**config.mk**
```make
export PLATFORM = sky130hd
export DESIGN_NAME = quad_encoder_ctrl
export DESIGN_NICKNAME = d
export VERILOG_FILES = /design/src/rtl/quad_encoder_ctrl.sv
export SDC_FILE = /design/constraint.sdc
export NUM_CORES = 1
export LEC_CHECK = 0
export BUFFER_PORTS_ARGS = -buffer_cell sky130_fd_sc_hd__buf_2
export CORE_MARGIN = 2
export CORE_UTILIZATION = 45
export CTS_CLUSTER_DIAMETER = 100
export DETAILED_ROUTE_END_ITERATION = 16
export SLEW_MARGIN = 20
export SYNTH_ARGS = -nofsm -noshare
export SYNTH_HDL_FRONTEND = slang
export SYNTH_SLANG_ARGS = --single-unit
```
**constraint.sdc**
```tcl
create_clock -name clk -period 3.2 [get_ports clk]
set_input_delay 0.32 -clock clk [delete_from_list [all_inputs] [get_ports clk]]
set_output_delay 0.32 -clock clk [all_outputs]
set_load 0.01 [all_outputs]
```
**src/rtl/quad_encoder_ctrl.sv**
```systemverilog
// Quadrature encoder controller: pin sync/glitch filter, x1/x4 decode into a
// 32-bit position, periodic velocity snapshots, and a small register file.
module quad_encoder_ctrl #(
    parameter int PERIOD_W = 24
) (
    input  logic        clk,
    input  logic        resetn,
    input  logic        sel,
    input  logic        wen,
    input  logic [1:0]  addr,
    input  logic [31:0] wdata,
    output logic [31:0] rdata,
    input  logic        pinEncoderA,
    input  logic        pinEncoderB,
    output logic        irq
);

    localparam logic [1:0] ADDR_CTRL     = 2'd0;
    localparam logic [1:0] ADDR_POSITION = 2'd1;
    localparam logic [1:0] ADDR_PERIOD   = 2'd2;
    localparam logic [1:0] ADDR_VELOCITY = 2'd3;

    logic                a_s1_q, a_s1_d, a_s2_q, a_s2_d;
    logic                b_s1_q, b_s1_d, b_s2_q, b_s2_d;
    logic                a_filt_q, a_filt_d, b_filt_q, b_filt_d;
    logic [3:0]          a_cnt_q, a_cnt_d, b_cnt_q, b_cnt_d;
    logic [1:0]          prev_ab_q, prev_ab_d;
    logic [7:0]          ctrl_q, ctrl_d;
    logic                dec_err_q, dec_err_d;
    logic                irq_pend_q, irq_pend_d;
    logic [31:0]         pos_q, pos_d;
    logic [31:0]         last_snap_q, last_snap_d;
    logic [31:0]         vel_q, vel_d;
    logic [PERIOD_W-1:0] period_q, period_d;
    logic [PERIOD_W-1:0] timer_q, timer_d;
    logic [31:0]         rdata_q, rdata_d;

    logic       enable, x4, invert;
    logic [3:0] filt_len;
    logic [1:0] cur_ab;
    logic       fwd, rev, dbl, cnt_up, cnt_dn, snap, wr, rd;
    logic       unused_wdata;

    assign enable       = ctrl_q[0];
    assign x4           = ctrl_q[1];
    assign invert       = ctrl_q[2];
    assign filt_len     = ctrl_q[7:4];
    assign cur_ab       = {a_filt_q, b_filt_q};
    assign wr           = sel & wen;
    assign rd           = sel & ~wen;
    assign unused_wdata = ^wdata;

    always_comb begin
        a_s1_d      = pinEncoderA;
        a_s2_d      = a_s1_q;
        b_s1_d      = pinEncoderB;
        b_s2_d      = b_s1_q;
        a_filt_d    = a_filt_q;
        a_cnt_d     = a_cnt_q;
        b_filt_d    = b_filt_q;
        b_cnt_d     = b_cnt_q;
        prev_ab_d   = cur_ab;
        ctrl_d      = ctrl_q;
        dec_err_d   = dec_err_q;
        irq_pend_d  = irq_pend_q;
        pos_d       = pos_q;
        last_snap_d = last_snap_q;
        vel_d       = vel_q;
        period_d    = period_q;
        timer_d     = timer_q;
        rdata_d     = rdata_q;
        fwd         = 1'b0;
        rev         = 1'b0;
        dbl         = 1'b0;
        cnt_up      = 1'b0;
        cnt_dn      = 1'b0;
        snap        = 1'b0;

        // A new level is accepted only after it persists filt_len+1 cycles
        if (a_s2_q == a_filt_q) begin
            a_cnt_d = 4'd0;
        end else if (a_cnt_q == filt_len) begin
            a_filt_d = a_s2_q;
            a_cnt_d  = 4'd0;
        end else begin
            a_cnt_d = a_cnt_q + 4'd1;
        end
        if (b_s2_q == b_filt_q) begin
            b_cnt_d = 4'd0;
        end else if (b_cnt_q == filt_len) begin
            b_filt_d = b_s2_q;
            b_cnt_d  = 4'd0;
        end else begin
            b_cnt_d = b_cnt_q + 4'd1;
        end

        case ({prev_ab_q, cur_ab})
            4'b00_10, 4'b10_11, 4'b11_01, 4'b01_00: fwd = 1'b1;
            4'b10_00, 4'b11_10, 4'b01_11, 4'b00_01: rev = 1'b1;
            4'b00_11, 4'b11_00, 4'b10_01, 4'b01_10: dbl = 1'b1;
            default: ;
        endcase

        if (enable) begin
            if (x4) begin
                cnt_up = fwd;
                cnt_dn = rev;
            end else begin
                // x1 counts only on the rising edge of A
                cnt_up = fwd & ~prev_ab_q[1] & cur_ab[1];
                cnt_dn = rev & ~prev_ab_q[1] & cur_ab[1];
            end
            if (invert) begin
                {cnt_up, cnt_dn} = {cnt_dn, cnt_up};
            end
        end

        if (cnt_up) begin
            pos_d = pos_q + 32'd1;
        end else if (cnt_dn) begin
            pos_d = pos_q - 32'd1;
        end

        if (!enable || period_q == '0) begin
            timer_d = '0;
        end else if (timer_q == period_q - {{(PERIOD_W-1){1'b0}}, 1'b1}) begin
            snap        = 1'b1;
            timer_d     = '0;
            vel_d       = pos_q - last_snap_q;
            last_snap_d = pos_q;
        end else begin
            timer_d = timer_q + {{(PERIOD_W-1){1'b0}}, 1'b1};
        end

        if (wr) begin
            case (addr)
                ADDR_CTRL: begin
                    ctrl_d = wdata[7:0];
                    if (wdata[30]) dec_err_d = 1'b0;
                    if (wdata[31]) irq_pend_d = 1'b0;
                end
                ADDR_POSITION: begin
                    pos_d       = wdata;
                    last_snap_d = wdata;
                end
                ADDR_PERIOD: begin
                    period_d = wdata[PERIOD_W-1:0];
                    timer_d  = '0;
                end
                default: ;
            endcase
        end

        // Hardware set wins over a same-cycle W1C
        if (dbl)  dec_err_d  = 1'b1;
        if (snap) irq_pend_d = 1'b1;

        if (rd) begin
            case (addr)
                ADDR_CTRL:     rdata_d = {irq_pend_q, dec_err_q, 22'd0, ctrl_q};
                ADDR_POSITION: rdata_d = pos_q;
                ADDR_PERIOD:   rdata_d = {{(32-PERIOD_W){1'b0}}, period_q};
                ADDR_VELOCITY: rdata_d = vel_q;
                default:       rdata_d = 32'd0;
            endcase
        end
    end

    always_ff @(posedge clk or negedge resetn) begin
        if (!resetn) begin
            a_s1_q      <= 1'b0;
            a_s2_q      <= 1'b0;
            b_s1_q      <= 1'b0;
            b_s2_q      <= 1'b0;
            a_filt_q    <= 1'b0;
            b_filt_q    <= 1'b0;
            a_cnt_q     <= 4'd0;
            b_cnt_q     <= 4'd0;
            prev_ab_q   <= 2'b00;
            ctrl_q      <= 8'd0;
            dec_err_q   <= 1'b0;
            irq_pend_q  <= 1'b0;
            pos_q       <= 32'd0;
            last_snap_q <= 32'd0;
            vel_q       <= 32'd0;
            period_q    <= '0;
            timer_q     <= '0;
            rdata_q     <= 32'd0;
        end else begin
            a_s1_q      <= a_s1_d;
            a_s2_q      <= a_s2_d;
            b_s1_q      <= b_s1_d;
            b_s2_q      <= b_s2_d;
            a_filt_q    <= a_filt_d;
            b_filt_q    <= b_filt_d;
            a_cnt_q     <= a_cnt_d;
            b_cnt_q     <= b_cnt_d;
            prev_ab_q   <= prev_ab_d;
            ctrl_q      <= ctrl_d;
            dec_err_q   <= dec_err_d;
            irq_pend_q  <= irq_pend_d;
            pos_q       <= pos_d;
            last_snap_q <= last_snap_d;
            vel_q       <= vel_d;
            period_q    <= period_d;
            timer_q     <= timer_d;
            rdata_q     <= rdata_d;
        end
    end

    assign rdata = rdata_q;
    assign irq   = irq_pend_q & ctrl_q[3];

endmodule

```
==> impl_metrics.py <==
metrics = {
    "sta": {
        "worstMarginPinSlew_ns": 0.746,
        "setup_viol": 65,
        "relSlewSlack": 0.503,
        "setup_slack_ns": -0.421,
        "drv_slew": 0,
        "fmax_ghz": 0.276,
        "hold_violations": 0,
        "rsz0062_at_grt": "true",
        "post-route-period-util": 1.13,
        "finClkSkew_ns": 0.0114,
        "period_minus_slack_ns": 3.62,
    },
    "detailed_routing": {
        "first_pass_iters": 6,
        "num_vias": 10100,
        "drc": 0,
        "drt.antenna.violating_nets": 0,
        "avgViaCountPerCell": 5.67,
        "wl_per_cell_um": 19.4,
        "routed_wl_um": 34500,
        "first_iter_violations": 587,
    },
    "floorplanning": {
        "design.die.area_um2": 28700,
        "placementRows": 60,
        "core_area_um2": 26900,
        "start_util": 0.458,
        "fp.dieW_um": 169,
        "ios": 73,
        "die_h_um": 169,
    },
    "power": {
        "powerDensity_nw_per_um2": 683,
        "peakVddDrop_v": 0.000386,
        "leakage_nw": 6.57,
    },
    "finish": {
        "area_growth_pct": 20.7,
        "drive_gt1_frac": 0.243,
        "nets": 1495,
        "antenna_cells": 0,
        "fin_util": 0.553,
    },
    "worst_setup_path": {
        "timing.rr.end": "last_snap_q[12]",
        "worst-r2r-setup-slack_ns": -0.42,
        "critPathCaptureType": "register",
        "worstSetupStartpointType": "register",
        "cp_max_fo": 8,
        "cp_data_arrival_time_ns": 4.02,
        "worstSetupStartpoint": "period_q[13]",
        "rr_worst_depth": 13,
        "path_class": "reg -> reg",
        "r2r_start": "period_q[13]",
        "cp_data_required_time_ns": 3.60,
    },
    "run_status": {
        "status": "finished with violations",
        "violations": "negative setup slack",
    },
    "synthesis": {
        "synth_top_family_by_area": "simple AND/OR/NAND/NOR gates",
        "syn_inst": 1271,
        "syn_area_per_cell_um2": 9.69,
        "async_flop_share": 1.00,
        "ys_types": 75,
        "syn-num-nets": 1349,
        "synthFlopType": "dfrtp_1",
        "synth_area_leader_cell": "dfrtp_1",
        "synth-xor-area-share": 0.0903,
        "yosysWarnings": 0,
        "synthSimpleGateAreaFrac": 0.152,
        "synth_area_um2": 12300,
        "yosysMostFrequentCell": "dfrtp_1",
        "yosysSeqAreaShare": 0.410,
        "yosys-top-cells-area": "dfrtp_1 (41%), mux2_2 (7.5%), xnor2_1 (5.3%), xor2_1 (3.8%), ha_1 (3.8%)",
        "synth_fa_ha_area_frac": 0.0392,
        "yosysTopAreaCellShare": 0.410,
        "synth-seq-cells": 202,
        "synthMuxAreaShare": 0.126,
        "ys_top_cells_by_count": "dfrtp_1 (202), nand2_1 (99), nor2_1 (99)",
        "synth-edff-count": 0,
        "synth_compound_area_frac": 0.139,
    },
    "grt": {
        "grt_antenna_before_repair": 0,
        "grt_max_degree": 75,
        "grt_pass1_vias": 9862,
        "overflow": 0,
        "gr-usage-all-layers": 0.241,
        "grt_pass1_wl_um": 54800,
    },
    "placement": {
        "dp_slack_ns": -0.411,
        "io_buffers": 72,
        "place.gp.congestion": 0.892,
        "post-dp-hpwl_um": 24200,
    },
    "clocking": {
        "clock-sinks": 202,
        "cts_tree": "built",
        "path_clk_slew_ns": 0.06,
        "clockBufferDepth": 3,
        "clock_tree.root_cell": "clkbuf_16",
        "ctsHtreeMaxLevel": 1,
        "cts_buffers": 24,
        "clock_latency_ns": 0.52,
    },
    "hold_path": {
        "hold_class": "in -> reg",
        "hold_depth": 3,
        "hold_end": "last_snap_q[26]",
        "hp-start": "wdata[26]",
    },
    "flow_run": {
        "cap_violations": 0,
    },
}
[layer usage]
| metal | GRT usage | vias to the layer above | routed length [um] |
|---|---|---|---|
| met2 | 0.402 | 233 | 16300 |
| met3 | 0.0359 | 61 | 1860 |
| met1 | 0.336 | 4954 | 15600 |
| met5 | 0 | - | 0 |
| met4 | 0.0502 | 0 | 714 |
| li1 | - | 4815 | - |
[layout by cell type (no fill, tap or decap), types with 6 or more instances in the layout]
| master | instances |
|---|---|
| xor2_1 | 53 |
| mux2_2 | 66 |
| nand2b_1 | 10 |
| inv_1 | 51 |
| or3_1 | 6 |
| mux4_2 | 8 |
| nor2_1 | 99 |
| a21oi_1 | 68 |
| o21ai_0 | 69 |
| mux2_4 | 16 |
| nand3_1 | 31 |
| mux2i_1 | 42 |
| buf_2 | 71 |
| ha_1 | 37 |
| buf_4 | 100 |
| clkbuf_1 | 6 |
| o21a_1 | 7 |
| nand4_1 | 7 |
| nand2_1 | 99 |
| buf_12 | 11 |
| clkinv_2 | 6 |
| nor4_1 | 7 |
| and2_1 | 8 |
| clkbuf_16 | 27 |
| nor2b_1 | 8 |
| or4_1 | 7 |
| a21o_1 | 13 |
| o211ai_1 | 8 |
| dfrtp_1 | 202 |
| a211oi_1 | 7 |
| nor3_1 | 24 |
| xnor2_1 | 74 |
| o21ai_1 | 20 |
| and4_1 | 10 |
| a31oi_1 | 13 |
| a22oi_1 | 18 |
| and3_1 | 21 |
[registers in the layout, indices dropped and copies added (netlist names), 2 cells and up]
| name | flops |
|---|---|
| rdata | 32 |
| b_cnt_q | 4 |
| ctrl_q | 8 |
| timer_q | 24 |
| last_snap_q | 32 |
| period_q | 24 |
| prev_ab_q | 2 |
| a_cnt_q | 4 |
| vel_q | 32 |
| pos_q | 32 |
[power by group]
group / switching [mW] / total (mW) / internal (mW)
combinational: 2.16 / 3.99 / 1.84
sequential: 0.419 / 3.40 / 2.98
clock: 1.09 / 2.77 / 1.68
total: 3.67 / 10.2 / 6.49
[cells by family after synthesis]
group,count (synthesis)
compound gates,274
xor+xnor,127
fa+ha+maj,38
buf+inv,124
flops,202
mux,135
simple gates,371
[through the flow]
step / cells / area [um2] / hold slack, ns / total power, mW / setup TNS [ns]
2_1_floorplan: 1271 / 12300 / 0.0244 / 5.98 / -15.19
3_3_place_gp: 1705 / 13600 / 0.334 / 7.30 / -19.50
3_5_place_dp: 1705 / 13600 / 0.340 / 7.34 / -21.67
4_1_cts: 1771 / 14800 / 0.00597 / 10.2 / -23.53
5_1_grt: 1775 / 14900 / 0.0306 / 10.8 / -30.16
6_report: 1775 / 14900 / 0.0214 / 10.2 / -23.64
[worst max-delay path, stage by stage, from the launching register on]
cell	delay, ns
dfrtp_1	0.38
or4_4	0.54
or4_4	0.43
or4_4	0.43
xnor2_1	0.14
nor4_1	0.31
o2111ai_2	0.30
nor2_4	0.20
buf_6	0.13
buf_12	0.10
buf_16	0.12
buf_12	0.15
mux2i_1	0.19
o21ai_1	0.07
[area by class of cell]
class	count	area, um2
clock buffer	35	703
clock inverter	8	90.1
fill	2459	12000
inverter	51	191
multi-input combinational	945	6860
sequential	202	5050
tap	341	427
timing repair buffer	193	1550
[worst max-delay path by stage]
stage | endpoint | slack (ns) | cells past startpoint
floorplan | last_snap_q[23] | -0.27 | 12
global placement | vel_q[31] | -0.39 | 9
detailed placement | vel_q[4] | -0.41 | 9
CTS | last_snap_q[3] | -0.42 | 13
global route | last_snap_q[14] | -0.54 | 13
finish | last_snap_q[12] | -0.42 | 13
[repair_timing]
action / 4_1_cts / 5_1_grt
hold endpoints to repair: 74 / 0
pin swaps: 9 / 8
hold buffers: 3 / 0
gates cloned: 4 / 2
endpoints found under the setup margin: 82 / 92
buffers inserted: 16 / 1
resized for setup: 22 / 7
Note: power is estimated with default switching activity, not from simulation.
